$ cat src/rtl/gf251_pkg.sv
// Shared GF(251) constants and controller state encoding; no logic, no latency.
// Used by gf251_mul, gf251_add and the sequencing controllers around them.
package gf251_pkg;

    localparam int GF_Q = 251;
    localparam int GF_W = 8;

    typedef enum logic [2:0] {
        ST_IDLE  = 3'd0,
        ST_RUN   = 3'd1,
        ST_DRAIN = 3'd2,
        ST_FIN   = 3'd3,
        ST_ZERO  = 3'd4
    } state_t;

endpackage

$ cat src/rtl/gf251_add.sv
// Combinational GF(251) adder, inputs must already be < 251; zero latency.
// Pure function, no flow control.
module gf251_add
    import gf251_pkg::*;
(
    input  logic [GF_W-1:0] a,
    input  logic [GF_W-1:0] b,
    output logic [GF_W-1:0] y
);

    logic [GF_W:0] s;

    always_comb begin
        s = {1'b0, a} + {1'b0, b};
        // Both inputs < q, so one conditional subtraction fully reduces.
        if (s >= (GF_W+1)'(GF_Q)) begin
            y = GF_W'(s - (GF_W+1)'(GF_Q));
        end else begin
            y = s[GF_W-1:0];
        end
    end

endmodule

$ cat src/rtl/gf251_inner_product_ctrl.sv
// GF(251) inner product sequencer: reads len operand pairs, feeds gf251_mul, sums products.
// Latency len+M+2 from accept to o_done (M = multiplier latency); no backpressure, one pair per cycle.
module gf251_inner_product_ctrl
    import gf251_pkg::*;
#(
    parameter int N_MAX  = 64,
    parameter int ADDR_W = 6
) (
    input  logic              i_clk,
    input  logic              i_rst_n,
    input  logic              i_start,
    input  logic [ADDR_W:0]   i_len,
    output logic              o_busy,
    output logic              o_done,
    output logic [GF_W-1:0]   o_result,
    output logic              o_rd_en,
    output logic [ADDR_W-1:0] o_rd_addr,
    input  logic [GF_W-1:0]   i_rd_a,
    input  logic [GF_W-1:0]   i_rd_b,
    output logic              o_mul_start,
    output logic [GF_W-1:0]   o_mul_a,
    output logic [GF_W-1:0]   o_mul_b,
    input  logic [GF_W-1:0]   i_mul_out,
    input  logic              i_mul_done
);

    localparam int LEN_W = ADDR_W + 1;

    state_t            state_q, state_d;
    logic [LEN_W-1:0]  len_q;
    logic [LEN_W-1:0]  rd_cnt_q;
    logic [LEN_W-1:0]  done_cnt_q;
    logic [LEN_W-1:0]  done_cnt_inc;
    logic [LEN_W-1:0]  len_clamp;
    logic [GF_W-1:0]   acc_q;
    logic [GF_W-1:0]   acc_sum;
    logic [GF_W-1:0]   result_q;
    logic              mul_start_q;
    logic              acc_en;
    logic              accept;

    gf251_add u_acc_add (
        .a (acc_q),
        .b (i_mul_out),
        .y (acc_sum)
    );

    always_comb begin
        len_clamp    = (i_len > LEN_W'(N_MAX)) ? LEN_W'(N_MAX) : i_len;
        accept       = (state_q == ST_IDLE) && i_start;
        // Products landing outside RUN/DRAIN are stale (e.g. after a reset) and dropped.
        acc_en       = i_mul_done && ((state_q == ST_RUN) || (state_q == ST_DRAIN));
        done_cnt_inc = done_cnt_q + LEN_W'(acc_en);
    end

    always_ff @(posedge i_clk) begin
        if (!i_rst_n) begin
            state_q <= ST_IDLE;
        end else begin
            state_q <= state_d;
        end
    end

    always_comb begin
        state_d   = state_q;
        o_busy    = 1'b0;
        o_done    = 1'b0;
        o_rd_en   = 1'b0;
        o_rd_addr = '0;
        case (state_q)
            ST_IDLE: begin
                if (i_start) begin
                    state_d = (i_len == '0) ? ST_ZERO : ST_RUN;
                end
            end
            ST_RUN: begin
                o_busy    = 1'b1;
                o_rd_en   = 1'b1;
                o_rd_addr = rd_cnt_q[ADDR_W-1:0];
                if (rd_cnt_q == len_q - LEN_W'(1)) begin
                    state_d = ST_DRAIN;
                end
            end
            ST_DRAIN: begin
                o_busy = 1'b1;
                // Count the product arriving this cycle so FIN follows the last done directly.
                if (done_cnt_inc == len_q) begin
                    state_d = ST_FIN;
                end
            end
            ST_FIN, ST_ZERO: begin
                o_busy  = 1'b1;
                o_done  = 1'b1;
                state_d = ST_IDLE;
            end
            default: state_d = ST_IDLE;
        endcase
    end

    always_ff @(posedge i_clk) begin
        if (!i_rst_n) begin
            len_q       <= '0;
            rd_cnt_q    <= '0;
            done_cnt_q  <= '0;
            acc_q       <= '0;
            result_q    <= '0;
            mul_start_q <= 1'b0;
        end else begin
            mul_start_q <= o_rd_en;
            if (accept) begin
                len_q      <= len_clamp;
                rd_cnt_q   <= '0;
                done_cnt_q <= '0;
                acc_q      <= '0;
            end
            if (o_rd_en) begin
                rd_cnt_q <= rd_cnt_q + LEN_W'(1);
            end
            if (acc_en) begin
                acc_q      <= acc_sum;
                done_cnt_q <= done_cnt_inc;
            end
            if (state_d == ST_FIN) begin
                result_q <= acc_en ? acc_sum : acc_q;
            end else if (state_d == ST_ZERO) begin
                result_q <= '0;
            end
        end
    end

    always_comb begin
        o_result    = result_q;
        o_mul_start = mul_start_q;
        o_mul_a     = mul_start_q ? i_rd_a : '0;
        o_mul_b     = mul_start_q ? i_rd_b : '0;
    end

endmodule

$ cat config.mk
export PLATFORM = sky130hd
export DESIGN_NAME = gf251_inner_product_ctrl
export DESIGN_NICKNAME = d
export VERILOG_FILES = /design/src/rtl/gf251_pkg.sv /design/src/rtl/gf251_add.sv /design/src/rtl/gf251_inner_product_ctrl.sv
export SDC_FILE = /design/constraint.sdc
export NUM_CORES = 1
export LEC_CHECK = 0
export ABC_AREA = 0
export BUFFER_PORTS_ARGS = -buffer_cell sky130_fd_sc_hd__buf_2
export CAP_MARGIN = 20
export CORE_MARGIN = 1.5
export CORE_UTILIZATION = 30
export DETAILED_ROUTE_END_ITERATION = 10
export GPL_TIMING_DRIVEN = 0
export PLACE_DENSITY = 0.62
export SLEW_MARGIN = 10
export SYNTH_ARGS = -nofsm -noshare
export SYNTH_HDL_FRONTEND = slang
export SYNTH_SLANG_ARGS = --single-unit
$ cat constraint.sdc
create_clock -name i_clk -period 3.25 [get_ports i_clk]
set_input_delay 0.1625 -clock i_clk [delete_from_list [all_inputs] [get_ports i_clk]]
set_output_delay 0.1625 -clock i_clk [all_outputs]
set_load 0.05 [all_outputs]
==> impl_metrics.toml, run 1 <==
[synthesis]
synth_edf_count = 0
syn_avg_cell_area_um2 = 7.96
yosys-top-cells-count = "41 x dfxtp_1, 33 x nor2_1, 29 x nand2_1, 28 x a21oi_1, 25 x and2_1"
synth_ff_type = "dfxtp_1"
ys_async_sr_fraction_pct = 0
synth_seq_area_share_pct = 27.1
syn_inst = 381
synthDistinctLibCells = 66
syn_area_um2 = 3030
ys_ff_latch = 41
synth_most_common_cell = "dfxtp_1"
yosys-top-cells-area = "dfxtp_1 27%, ha_1 5.8%, xnor2_1 5.8%"
mappedNetlistNets = 431
synth_top_area_share_pct = 27.1
yosysTopAreaCell = "dfxtp_1"
ys_warn_count = 0

[status]
status = "complete, no violations"

[die]
die_h_um = 104
initial_core_util_pct = 31.0
core-area_um2 = 9770
num_io_pins = 69
dieArea_um2 = 10700
dieWidth_um = 104
num_rows = 36

[timing]
hold_viol = 0
max-slew-margin-rel_pct = 34.9
slew_violations = 0
finalCritPeriodShare_pct = 96.8
clock.fmax_mhz = 318
setup_viol_count_final = 0
holdWs_ns = 0.137
tightest_slew_ns = 0.974
finalClockSkew_ns = 0.0163
fin_crit_ns = 3.14

[route]
drcViolationCount = 0
via_count = 2956
routedWlPerCell_um = 13.7
ant_nets = 0
drt_iter0_drc = 151
firstDrtPassIters = 4
routed_wirelength_um = 8180
via_per_inst = 4.95

[setup_path]
required_ns = 3.48
r2r-start = "state_q[1]"
crit_path_top_delay_cell = "dfxtp_4"
cp_top_family = "simple AND/OR/NAND/NOR gates"
path_class = "flop to flop"
crit_fanout = 11
worstPathCellList = "and2b_1 -> or2_2 -> nand3b_4 -> clkinv_4 -> clkbuf_16 -> ha_4 -> ha_4 -> and3_1 -> and3_4 -> xnor2_4 -> nor4_4 -> buf_6 -> mux2_4 -> o41a_1 -> o21ai_1"
worstSetupStartpointType = "flop"
crit_buf_inv = 3
slowest_delay_ns = 0.36
timing.rr.end = "o_result[2]"
cp-end-kind = "flop"
r2r_cells = 15
cp_common_cell = "ha_4"
rrSetupSlack_ns = 0.11
crit_arrival_ns = 3.38

[finish]
fin_area_um2 = 3800
area_delta_synth_final_pct = 25.3
final_layout_size_suffix_gt1_share_pct = 25.4
nets = 513
diodes = 0

[cts]
cts_max_path_buffers = 2
cts_hold_buf = 0
htreeDepth = 2
path_clk_slew_ns = 0.09
cts_sinks = 41
cts_tree = "yes"
clockRootBuffer = "clkbuf_8"
clk_latency_ns = 0.30
cts_buffers = 5

[pwr]
p_leak_uw = 0.00164
powerDensity_nw_per_um2 = 348
ir_worst_vdd_v = 0.000200
p_total_uw = 1320

[worst_hold_path]
hold_class = "input port to flop"
min_to = "len_q[3]"
hold_depth = 3
hp-start = "i_len[3]"

[place]
io_buffers = 67
place_hpwl_um = 6160
globalplace.congestion = 0.788
placed_area_um2 = 3540

[job]
maxCapViolations = 0

[global_routing]
grt_overflow = 0
grt_pass1_vias = 2746
antenna_found_initial = 0
grt_max_degree = 15
grt_use_total_pct = 14.7
grt_pass1_wl_um = 13300
layout make-up:
type,count,area [um2]
plain buffers,17,100
clock buffers,5,68.8
clock inverters,3,43.8
fillers,1018,5970
inverters,12,50.0
multi-input cells,311,2150
flip-flops and latches,41,828
well taps,133,166
repair buffers,75,397
through the flow:
step	TNS (ns)	util (%)	instances	setup slack, ns
after floorplan	0	-	381	0.0267
after global placement	-3.22	36.2	581	-0.426
after detailed placement	-3.47	36.2	581	-0.443
after CTS	0	38.1	592	0.0261
after global routing	-0.00715	38.9	597	-0.00418
final	0	38.9	597	0.105
placed cells by master, fill, tap and decap left out, types with 15 or more instances in the layout:
master,count
nand3b_1,15
nand3_1,20
dfxtp_1,39
nor2_1,33
buf_2,70
a21oi_1,28
o21ai_0,22
and2_1,25
nand2_1,29
xnor2_1,19
routing by layer:
| layer | track usage, % | vias to the layer above | routed length, um |
|---|---|---|---|
| li1 | - | 1527 | - |
| met3 | 1.45 | 7 | 259 |
| met4 | 2.98 | 0 | 76 |
| met1 | 19.6 | 1368 | 3890 |
| met2 | 25.7 | 54 | 3950 |
| met5 | 0 | - | 0 |
repair_timing:
action / 4_1_cts / 5_1_grt
buffers inserted: 3 / 4
endpoints found under the setup margin: 9 / 6
pin swaps: 2 / 3
cloned: 0 / 1
gates resized for setup: 10 / 7
worst reg2reg max path: cells and delay by family, from the launching register on:
family / cells / cell delay [ns]
AO/OA/AOI/OAI: 2 / 0.18
multiplexers: 1 / 0.30
flip-flops: 1 / 0.36
XOR/XNOR: 1 / 0.16
adder cells (fa/ha/maj): 2 / 0.35
AND/OR/NAND/NOR: 6 / 1.34
buffers and inverters: 3 / 0.40
flip-flops by register name, summed over array words and instances, names as in the netlist:
name and count:
acc_q 8, o_result 8, done_cnt_q 7, len_q 7, rd_cnt_q 7, state_q 3
o_mul_start 1
power breakdown:
| group | internal (uW) | switching (uW) |
|---|---|---|
| sequential | 515 | 16.4 |
| clock | 230 | 196 |
| combinational | 137 | 227 |
| total | 883 | 440 |
cell families (layout without fill, tap and decap cells):
group | after synthesis | after routing | synth area share (%)
DFF | 41 | 41 | 27.1
adders and majority gates | 15 | 15 | 6.44
AOI/OAI and AO/OA | 95 | 95 | 20.5
xor gates and xnor gates | 27 | 27 | 8.04
and+or+nand+nor | 171 | 171 | 32.5
muxes | 3 | 3 | 1.20
buffers and inverters | 29 | 112 | 4.25
worst max path at each step:
stage                           from           to  slack (ns)  cells after the start
after floorplan           state_q[1]  o_result[2]        0.03                     14
after global placement    state_q[1]  o_result[7]       -0.43                     15
after detailed placement  state_q[1]  o_result[2]       -0.44                     14
after CTS                 state_q[1]  o_result[2]        0.03                     14
after global routing      state_q[1]  o_result[4]      -0.004                     16
final                     state_q[1]  o_result[2]        0.11                     15
Power figures use the tool's default switching activity.
==> run 2, diff against run 1 <==
RECOVER_POWER = 100   (was default)
SKIP_CTS_REPAIR_TIMING = 1   (was default)
SYNTH_HIERARCHICAL = 1   (was default)
==> impl_metrics.toml, run 2 <==
[synthesis]
synth_seq_area_share_pct = 27.1
ys_warn_count = 6
synthDistinctLibCells = 67
syn_avg_cell_area_um2 = 8.22
yosys-top-cells-count = "41 x dfxtp_1, 38 x nor2_1, 30 x a21oi_1, 23 x nand2_1, 22 x and2_1"
synth_edf_count = 0
synth_ff_type = "dfxtp_1"
syn_inst = 369
yosys-top-cells-area = "dfxtp_1 27%, ha_1 5.8%, a21oi_1 5.0%"
synth_top_area_share_pct = 27.1
ys_async_sr_fraction_pct = 0
syn_area_um2 = 3030
ys_ff_latch = 41
mappedNetlistNets = 419
synth_most_common_cell = "dfxtp_1"
yosysTopAreaCell = "dfxtp_1"

[place]
place_hpwl_um = 5850
placed_area_um2 = 3540
io_buffers = 68
globalplace.congestion = 0.822
place_inst = 570

[setup_path]
worstPathCellList = "buf_4 -> xor2_1 -> nand3b_1 -> inv_2 -> buf_8 -> ha_4 -> ha_4 -> and3_1 -> and3_4 -> xnor2_1 -> or4_4 -> buf_6 -> buf_6 -> or2_0 -> a21oi_2"
slowest_delay_ns = 0.52
required_ns = 3.48
crit_arrival_ns = 3.39
r2r_cells = 15
worstSetupStartpointType = "flop"
crit_fanout = 11
cp-end-kind = "flop"
path_class = "flop to flop"
crit_path_top_delay_cell = "or4_4"

[timing]
slew_violations = 0
holdWs_ns = 0.141
finalClockSkew_ns = 0.0123
fin_crit_ns = 3.16
clock.fmax_mhz = 317
finalCritPeriodShare_pct = 97.2
setup_viol_count_final = 0
tightest_slew_ns = 0.746
hold_viol = 0
max-slew-margin-rel_pct = 50.1

[route]
routedWlPerCell_um = 13.3
ant_nets = 0
routed_wirelength_um = 7750
drt_iter0_drc = 104
via_count = 2913
firstDrtPassIters = 4
via_per_inst = 5.01
drcViolationCount = 0

[pwr]
power_switching_uw = 411
powerDensity_nw_per_um2 = 346
pwr-share-comb_pct = 26.2
swShare_pct = 32.0
power.clock.fraction_pct = 33.1
ir_worst_vdd_v = 0.000189
seqPwrFrac_pct = 40.7
p_leak_uw = 0.00147
p_int_uw = 872

[worst_hold_path]
hold_class = "input port to flop"
hold_depth = 3

[cts]
cts_max_path_buffers = 2
htreeDepth = 2
cts_buffers = 5
clockRootBuffer = "clkbuf_8"
clk_latency_ns = 0.30
cts_tree = "yes"
cts_sinks = 41
path_clk_slew_ns = 0.09

[finish]
fin_area_um2 = 3710
area_delta_synth_final_pct = 22.3
multi_input_area_um2 = 2100
final_cell_mix = "44 x buf_2, 41 x dfxtp_1, 38 x clkbuf_1, 38 x nor2_1, 30 x a21oi_1"
stdcell_count = 582
num-fill-cells = 1043
diodes = 0
nets = 498
mostFrequentLayoutCell = "buf_2"
final_layout_size_suffix_gt1_share_pct = 20.5
layout.area.seq_um2 = 821

[global_routing]
grt_pass1_wl_um = 12500
grt_use_total_pct = 14.0
grt_pass1_vias = 2632
grt_overflow = 0
antenna_found_initial = 0
grt_max_degree = 15

[die]
initial_core_util_pct = 31.0
dieArea_um2 = 10700
num_io_pins = 69
core-area_um2 = 9770
num_rows = 36
dieWidth_um = 104
die_h_um = 104

[job]
maxCapViolations = 0

[status]
status = "complete, no violations"
==> run 2: cell count changes after synthesis, sizes merged, moves of 5 or more <==
cell / before / now
nand2: 30 / 25
o21ai: 25 / 14
or2: 3 / 8
mux2i: 1 / 9
nor2: 33 / 38
nor4: 7 / 2
==> run 2: power by group through the flow <==
stage	clock [uW]	combinational (uW)	sequential (uW)
2_1_floorplan	0	246	534
3_3_place_gp	0	318	534
3_5_place_dp	0	326	534
4_1_cts	438	327	523
5_1_grt	457	367	525
6_report	424	336	523
==> run 2: logic make-up (layout without fill, tap and decap cells) <==
group / count (synthesis) / in the layout / share of synthesized area (%)
AOI/OAI and AO/OA: 77 / 77 / 17.9
xor gates and xnor gates: 28 / 28 / 9.45
adders and majority gates: 15 / 15 / 6.44
buffers and inverters: 31 / 111 / 4.83
DFF: 41 / 41 / 27.1
muxes: 10 / 10 / 3.47
and+or+nand+nor: 167 / 167 / 30.8
==> run 2: through the flow <==
step / setup TNS [ns] / worst slack, ns / total power (uW) / utilization, %
global placement: -2.72 / -0.392 / 852 / 36.2
global route: -0.00846 / -0.00846 / 1350 / 37.9
CTS: -3.28 / -0.471 / 1290 / 37.4
detailed placement: -2.74 / -0.409 / 860 / 36.2
floorplan: 0 / 0.0780 / 779 / -
finish: 0 / 0.0917 / 1280 / 37.9
==> run 2: final timing paths <==
check | start | end | slack [ns]
worst max-delay path | state_q[1] | o_result[7] | 0.09
worst min-delay path | i_len[0] | len_q[0] | 0.14
worst max register to register | state_q[1] | o_result[7] | 0.09
worst min register to register | o_result[4] | o_result[4] | 0.48
==> run 2: area by class of cell <==
type,instances,area share [%]
multi-input cells,297,56.7
plain buffers,20,3.24
clock inverters,3,1.25
repair buffers,73,9.28
clock buffers,5,1.86
well taps,133,4.49
flip-flops and latches,41,22.1
inverters,10,1.01
==> run 2: critical path: cells and delay by family (launching register included) <==
kind	cells	cell delay (ns)
xor gates and xnor gates	2	0.29
adders and majority gates	2	0.34
AOI/OAI and AO/OA	1	0.12
buffers and inverters	5	0.70
and+or+nand+nor	5	1.34
DFF	1	0.31
==> run 2: metal layers <==
layer / GRT usage [%] / share of wire, %
met5: 0 / 0
met4: 4.37 / 1.7
met2: 23.7 / 47
met1: 17.7 / 46
met3: 3.08 / 5.3
==> run 3, diff against run 2 <==
CTS_BUF_LIST = sky130_fd_sc_hd__clkbuf_16   (was default)
==> impl_metrics.toml, run 3 (synthesis gave the netlist of run 2 again) <==
[timing]
finalCritPeriodShare_pct = 96.1
finalClockSkew_ns = 0.00748
slew_violations = 0
holdWs_ns = 0.166
clock.fmax_mhz = 320
tightest_slew_ns = 1.33
rsz0062_at_grt = "no"
hold_viol = 0
finalWorstSetupSlack_ns = 0.126
max-slew-margin-rel_pct = 9.97
setup_viol_count_final = 0
fin_tns_setup_ns = 0
fin_crit_ns = 3.12

[route]
drt_iter0_drc = 100
firstDrtPassIters = 4
routed_wirelength_um = 7740
routedWlPerCell_um = 13.3
via_count = 2914
via_per_inst = 5.01
ant_nets = 0
drcViolationCount = 0

[place]
post-place-ws_ns = -0.409
globalplace.congestion = 0.822
place_inst = 570
io_buffers = 68
place_hpwl_um = 5850
placed_area_um2 = 3540

[cts]
cts_buffers = 5
cts_tree = "yes"
cts_max_path_buffers = 2
path_clk_slew_ns = 0.06
cts_sinks = 41
clockRootBuffer = "clkbuf_16"
htreeDepth = 2
clk_latency_ns = 0.28

[finish]
final_cell_mix = "43 x buf_2, 41 x dfxtp_1, 39 x clkbuf_1, 38 x nor2_1, 30 x a21oi_1"
mostFrequentLayoutCell = "buf_2"
stdcell_count = 582
area_delta_synth_final_pct = 23.9
diodes = 0
nets = 498
fin_area_um2 = 3760
final_layout_size_suffix_gt1_share_pct = 19.8
num-fill-cells = 1038

[die]
num_io_pins = 69
dieArea_um2 = 10700
core-area_um2 = 9770
num_rows = 36
dieWidth_um = 104
initial_core_util_pct = 31.0
die_h_um = 104

[global_routing]
grt_max_degree = 15
grt_pass1_wl_um = 12500
grt_use_met1_pct = 17.7
antenna_found_initial = 0
grt_pass1_vias = 2634
use_met2_pct = 23.6
grt_use_total_pct = 13.9
grt-busiest-layer = "met2"
grt_use_met3_pct = 2.89
grt_overflow = 0

[pwr]
powerDensity_nw_per_um2 = 381
ir_worst_vdd_v = 0.000209
p_leak_uw = 0.00148

[worst_hold_path]
hold_class = "input port to flop"

[setup_path]
required_ns = 3.47
path_class = "flop to flop"
cp-end-kind = "flop"
crit_fanout = 11
crit_arrival_ns = 3.34
worstSetupStartpointType = "flop"

[status]
status = "complete, no violations"

[job]
maxCapViolations = 0
[run 3: worst paths after layout]
kind                                     to  cells after the start   startpoint  slack, ns
worst max-delay path            o_result[7]                     15   state_q[1]       0.13
worst min-delay path               len_q[0]                      3     i_len[0]       0.17
worst min register to register  o_result[4]                      2  o_result[4]       0.47
worst max register to register  o_result[7]                     15   state_q[1]       0.13
[run 3: cell type report]
type	instances	area, um2	area share, %
multi-input cells	297	2100	55.8
flip-flops and latches	41	821	21.8
repair buffers	73	343	9.12
well taps	133	166	4.43
clock buffers	5	125	3.33
plain buffers	20	120	3.20
clock inverters	3	46.3	1.23
inverters	10	37.5	0.999
[run 3: worst max-delay path: stages (launching register included)]
cell      delay [ns]
dfxtp_1         0.30
buf_4           0.15
xor2_1          0.16
nand3b_1        0.23
inv_2           0.09
buf_8           0.16
ha_4            0.17
ha_4            0.17
and3_1          0.19
and3_4          0.19
xnor2_1         0.12
or4_4           0.52
buf_6           0.15
buf_6           0.14
or2_0           0.21
a21oi_2         0.12
[run 3: power by group]
part	total [uW]	internal [uW]	switching [uW]
sequential	523	514	9.58
clock	573	364	209
combinational	335	128	207
total	1430	1010	426
[run 3: layer usage]
| layer | vias up | wire length, um |
|---|---|---|
| met5 | - | 0 |
| met4 | 0 | 134 |
| met3 | 11 | 433 |
| met2 | 85 | 3630 |
| met1 | 1348 | 3550 |
| li1 | 1470 | - |
[run 3: through the flow]
step                util (%)  total power [uW]
global route            38.4              1500
global placement        36.2               852
finish                  38.4              1430
detailed placement      36.2               860
CTS                     38.0              1440
floorplan                  -               779
